**src/rtl/rf_port_arbiter.sv**
```systemverilog
// Shares the register file command port between the core pipeline and a debug
// requester: fixed core priority, starvation-forced debug slot, 2-cycle return.
module rf_port_arbiter #(
    parameter int STARVE_LIMIT = 8,
    parameter int CNT_W        = 4
) (
    input  logic        clk,
    input  logic        rst,

    input  logic        core_req,
    input  logic [31:0] core_inst,
    input  logic        core_we,
    input  logic [31:0] core_wdata,
    output logic        core_gnt,
    output logic        core_rvalid,
    output logic [31:0] core_rs1data,
    output logic [31:0] core_rs2data,

    input  logic        dbg_req,
    input  logic        dbg_we,
    input  logic [4:0]  dbg_addr,
    input  logic [31:0] dbg_wdata,
    output logic        dbg_gnt,
    output logic        dbg_rvalid,
    output logic [31:0] dbg_rdata,
    output logic        dbg_wdone,

    output logic [31:0] rf_inst,
    output logic        rf_regwr,
    output logic [31:0] rf_wrdata,
    input  logic [31:0] rf_rs1data,
    input  logic [31:0] rf_rs2data,
    input  logic        rf_wb_update,
    output logic        rf_err
);

    localparam logic [CNT_W-1:0] LIMIT   = CNT_W'(STARVE_LIMIT);
    localparam logic [CNT_W-1:0] CNT_MAX = {CNT_W{1'b1}};

    // Tag travelling alongside each command so its return can be attributed.
    typedef struct packed {
        logic vld;
        logic dbg;
        logic wr;
    } tag_t;

    logic [CNT_W-1:0] starve_cnt;
    logic             force_dbg;
    tag_t             s1_tag;
    tag_t             s2_tag;
    logic             wr_tag;
    logic [31:0]      dbg_cmd;

    // Handshake: a requester raises req with stable fields; the command is taken
    // in the cycle gnt is high. Without gnt the requester holds everything.
    always_comb begin
        force_dbg = dbg_req && (starve_cnt >= LIMIT);
        dbg_gnt   = dbg_req && (!core_req || force_dbg);
        core_gnt  = core_req && !dbg_gnt;
        dbg_cmd   = {12'b0, dbg_addr, 3'b0, dbg_addr, 7'b0};
    end

    always_ff @(posedge clk or negedge rst) begin
        if (!rst) begin
            starve_cnt <= '0;
        end else if (!dbg_req || dbg_gnt) begin
            starve_cnt <= '0;
        end else if (starve_cnt != CNT_MAX) begin
            starve_cnt <= starve_cnt + 1'b1;
        end
    end

    always_ff @(posedge clk or negedge rst) begin
        if (!rst) begin
            rf_inst   <= '0;
            rf_regwr  <= 1'b0;
            rf_wrdata <= '0;
            s1_tag    <= '0;
        end else begin
            rf_regwr <= 1'b0;
            s1_tag   <= '0;
            if (core_gnt) begin
                rf_inst   <= core_inst;
                rf_regwr  <= core_we;
                rf_wrdata <= core_wdata;
                s1_tag    <= '{vld: 1'b1, dbg: 1'b0, wr: core_we};
            end else if (dbg_gnt) begin
                rf_inst   <= dbg_cmd;
                rf_regwr  <= dbg_we;
                rf_wrdata <= dbg_wdata;
                s1_tag    <= '{vld: 1'b1, dbg: 1'b1, wr: dbg_we};
            end
        end
    end

    // Second stage lines up with the register file's registered outputs.
    always_ff @(posedge clk or negedge rst) begin
        if (!rst) begin
            s2_tag <= '0;
        end else begin
            s2_tag <= s1_tag;
        end
    end

    assign wr_tag       = s2_tag.vld && s2_tag.wr;
    assign core_rvalid  = s2_tag.vld && !s2_tag.dbg;
    assign dbg_rvalid   = s2_tag.vld && s2_tag.dbg && !s2_tag.wr;
    assign dbg_wdone    = wr_tag && s2_tag.dbg && rf_wb_update;
    assign core_rs1data = rf_rs1data;
    assign core_rs2data = rf_rs2data;
    assign dbg_rdata    = rf_rs1data;

    // Acknowledge must match the write tag exactly; any disagreement is sticky.
    always_ff @(posedge clk or negedge rst) begin
        if (!rst) begin
            rf_err <= 1'b0;
        end else if (wr_tag != rf_wb_update) begin
            rf_err <= 1'b1;
        end
    end

endmodule

```
**config.mk**
```make
export PLATFORM = sky130hd
export DESIGN_NAME = rf_port_arbiter
export DESIGN_NICKNAME = d
export VERILOG_FILES = /design/src/rtl/rf_port_arbiter.sv
export SDC_FILE = /design/constraint.sdc
export NUM_CORES = 1
export LEC_CHECK = 0
export ABC_CLOCK_PERIOD_IN_PS = 3300
export CAP_MARGIN = 0
export CORE_ASPECT_RATIO = 1.5
export CORE_MARGIN = 5
export CORE_UTILIZATION = 30
export CTS_CLUSTER_SIZE = 12
export DETAILED_ROUTE_END_ITERATION = 10
export GPL_TIMING_DRIVEN = 0
export MAX_ROUTING_LAYER = met4
export PLACE_DENSITY = 0.72
export SYNTH_ARGS = -nofsm -noshare
export SYNTH_HDL_FRONTEND = slang
export SYNTH_SLANG_ARGS = --single-unit
```
**constraint.sdc**
```tcl
create_clock -name clk -period 3.3 [get_ports clk]
set_clock_uncertainty 0.15 [all_clocks]
set_input_delay 0.33 -clock clk [delete_from_list [all_inputs] [get_ports clk]]
set_output_delay 0.33 -clock clk [all_outputs]
set_load 0.05 [all_outputs]
```
==> impl_results.md <==
* Total CTS buffers at 9
* PwrDens at 441 nW/um2
* Die W at 111 um
* Die Y at 162 um
* H-tree depth at 3
* Final Util at 52.6%
* Largest area contributor in the netlist: dfrtp_1
* Critical path class: in -> out
* Startpoint types: primary input
* Grt total ovfl at 0
* FP Rows at 55
* Mapped Avg Cell Area at 10.1 um2
* Routed Antenna Nets at 0
* Required time at the worst-slack endpoint at 2820 ps
* Slew Viols, Final at 0
* Top cell by count, worst path: clkdlybuf4s50_1
* CTS sink cnt at 75
* Root Driver: clkbuf_16
* DRT iter0 DRCs at 108
* Worst path cell trace: clkdlybuf4s50_1, clkbuf_1, a21boi_1, clkdlybuf4s50_1
* Critical Path AT at 2310 ps
* Share of cells above drive strength 1 at 27.4%
* P_leak at 3.47 nW
* Worst slack, placed at 542 ps
* Synth-to-Final Area Change at 72.7%
* Slack of the critical path at 515 ps
* Postcts setup bufs at 0
* Status: completed
* Worst min path class: reg -> reg
* DR vias at 4,242
* Slowest stage cell on the critical path: clkdlybuf4s50_1
* Initial core utilization at 30.5%
* Min Tclk post-route at 2790 ps
* Unrepaired setup endpoints after global routing: false
* Final hold violation count at 0
* Most common cell after layout, fill and taps aside: clkdlybuf4s50_1
* Max incr delay on CP at 860 ps
* Total GRT Usage at 19.1%
* Clock latency at the later pin of the worst-skew pair at 330 ps
* Post-Route WL at 17,200 um
* Max_slew headroom at 60.3%
* I/O pin cnt at 339
* Fmax at 359 MHz
* Initial antenna violation count at 2
* Synth Register Bits at 75
* Synth warn at 0
* CP Capture Type: primary output
* Wire length of the first global-routing pass at 25,800 um
* Final setup fails at 0
* Post-synth net total at 628
* Vias in the first global route at 4,561
* Largest net degree at the start of global routing at 42
* Final Cycle Share at 84.4%
* Area of the core at 15,100 um2
* Crit-path max FO at 10
* HPWL Detailed at 14,600 um
* Delay-heaviest family, CP: buffers and inverters
* Number of port buffers at 273
* Share of Yosys cell area claimed by the top area cell type at 40.9%
* TritonCTS clock tree: built
* Drt drc at 0
* Peak VDD IR at 0.250 mV
* Buf/Inv on CP at 3
* Unique masters post-synth at 31
* Synth area leaders: dfrtp_1 (41%), buf_4 (16%), mux2_2 (9.3%), o22ai_1 (5.7%), a21oi_2 (5.5%)
* RD Place Congestion at 0.886
* Register area share after synthesis at 40.9%
* TritonRoute pass-1 iters at 4
* Max-cap violations at 0
* Die ar. at 17,900 um2
* Nets at 914
* Mapped Area at 4590 um2
* Via/cell ratio at 4.48
* CTS clock-pin slew for the worst setup and hold paths at 60 ps
* Mapped Cells at 454
* Most frequent cells in the layout: clkdlybuf4s50_1 (272), buf_4 (98), dfrtp_1 (75)
* Worst-margin pin slew at 593 ps
* Wire per inst at 18.2 um
* Clock tree buffer depth at 2
==> per-layer routing <==
layer / vias to the layer above / share of wire [%] / GRT usage [%]
met5: - / 0 / -
met4: 0 / 2.2 / 6.05
met3: 25 / 9.1 / 7.57
met2: 227 / 52 / 33.7
met1: 1975 / 37 / 19.3
li1: 2015 / - / -
==> worst register-to-register path, stage by stage (launching register included) <==
cell      delay, ps
dfrtp_1         390
nand2b_1        130
buf_6           130
clkbuf_1        410
o22ai_1         180
a21oi_2         140
==> where the power goes <==
group          internal (mW)  total (mW)  switching, mW
Sequential              1.01        1.05         0.0461
Combinational          0.564        1.37          0.802
Clock                  0.668        1.08          0.408
Total                   2.24        3.49           1.26
==> Yosys cell counts, drive strengths merged <==
master  count
dfrtp      75
a21boi      1
o21ai      22
xnor2       1
ha          2
mux2       42
a22o        1
buf       113
nand2b      1
mux2i      22
and3        3
nand2      25
nor2b       2
nor3b       5
and2        2
clkbuf     11
o21bai      1
or2         1
nand3       1
inv        34
nor2       14
o22ai      42
a21oi      33
==> stage by stage <==
| stage | instances | hold WS, ps | power, mW | TNS, ps | instance area (um2) |
|---|---|---|---|---|---|
| 3_3_place_gp | 926 | 185 | 2.42 | -69730 | 7570 |
| 5_1_grt | 946 | 216 | 3.64 | 0 | 7930 |
| 4_1_cts | 944 | 199 | 3.54 | 0 | 7920 |
| 6_report | 946 | 199 | 3.49 | 0 | 7930 |
| 3_5_place_dp | 927 | 176 | 2.44 | 0 | 7590 |
| 2_1_floorplan | 454 | -116 | 1.92 | 0 | 4590 |
==> cell type report <==
class,count,area [um2]
plain buffers,124,918
clock inverters,7,98.8
repair buffers,275,2760
inverters,34,128
multi-input cells,221,1670
diodes,2,5.00
clock buffers,9,225
fillers,1334,7140
well taps,199,249
flip-flops and latches,75,1880
==> repair_timing <==
item / in CTS / in global routing
hold buffers: 1 / 0
resized for setup: 0 / 0
hold endpoints to repair: 34 / 0
==> cells by family (layout without fill, tap and decap cells) <==
group | after synthesis | after routing | synth area share (%)
AO/OA/AOI/OAI | 100 | 100 | 14.6
XOR/XNOR | 1 | 1 | 0.191
adder cells (fa/ha/maj) | 2 | 2 | 0.545
multiplexers | 64 | 64 | 15.4
flip-flops | 75 | 75 | 40.9
buffers and inverters | 158 | 449 | 22.8
other | 0 | 2 | 0
AND/OR/NAND/NOR | 54 | 54 | 5.56
==> path summary, 6_finish.rpt <==
kind / startpoint / end / slack [ps] / cells past startpoint
setup / recovery: dbg_req / core_gnt / 510 / 4
hold / removal: s1_tag[2] / s2_tag[2] / 200 / 0
setup reg to reg: starve_cnt[3] / rf_wrdata[0] / 1700 / 5
hold reg to reg: s1_tag[2] / s2_tag[2] / 200 / 0
max in group asynchronous: rst / rf_inst[20] / 2050 / 3
min in group asynchronous: rst / rf_wrdata[6] / 340 / 2
==> state kept, by name, summed over array words and instances, names as in the netlist <==
signal      cells
rf_inst        32
rf_wrdata      32
starve_cnt      4
s2_tag          3
s1_tag          2
rf_err          1
rf_regwr        1
Power figures use the tool's default switching activity.
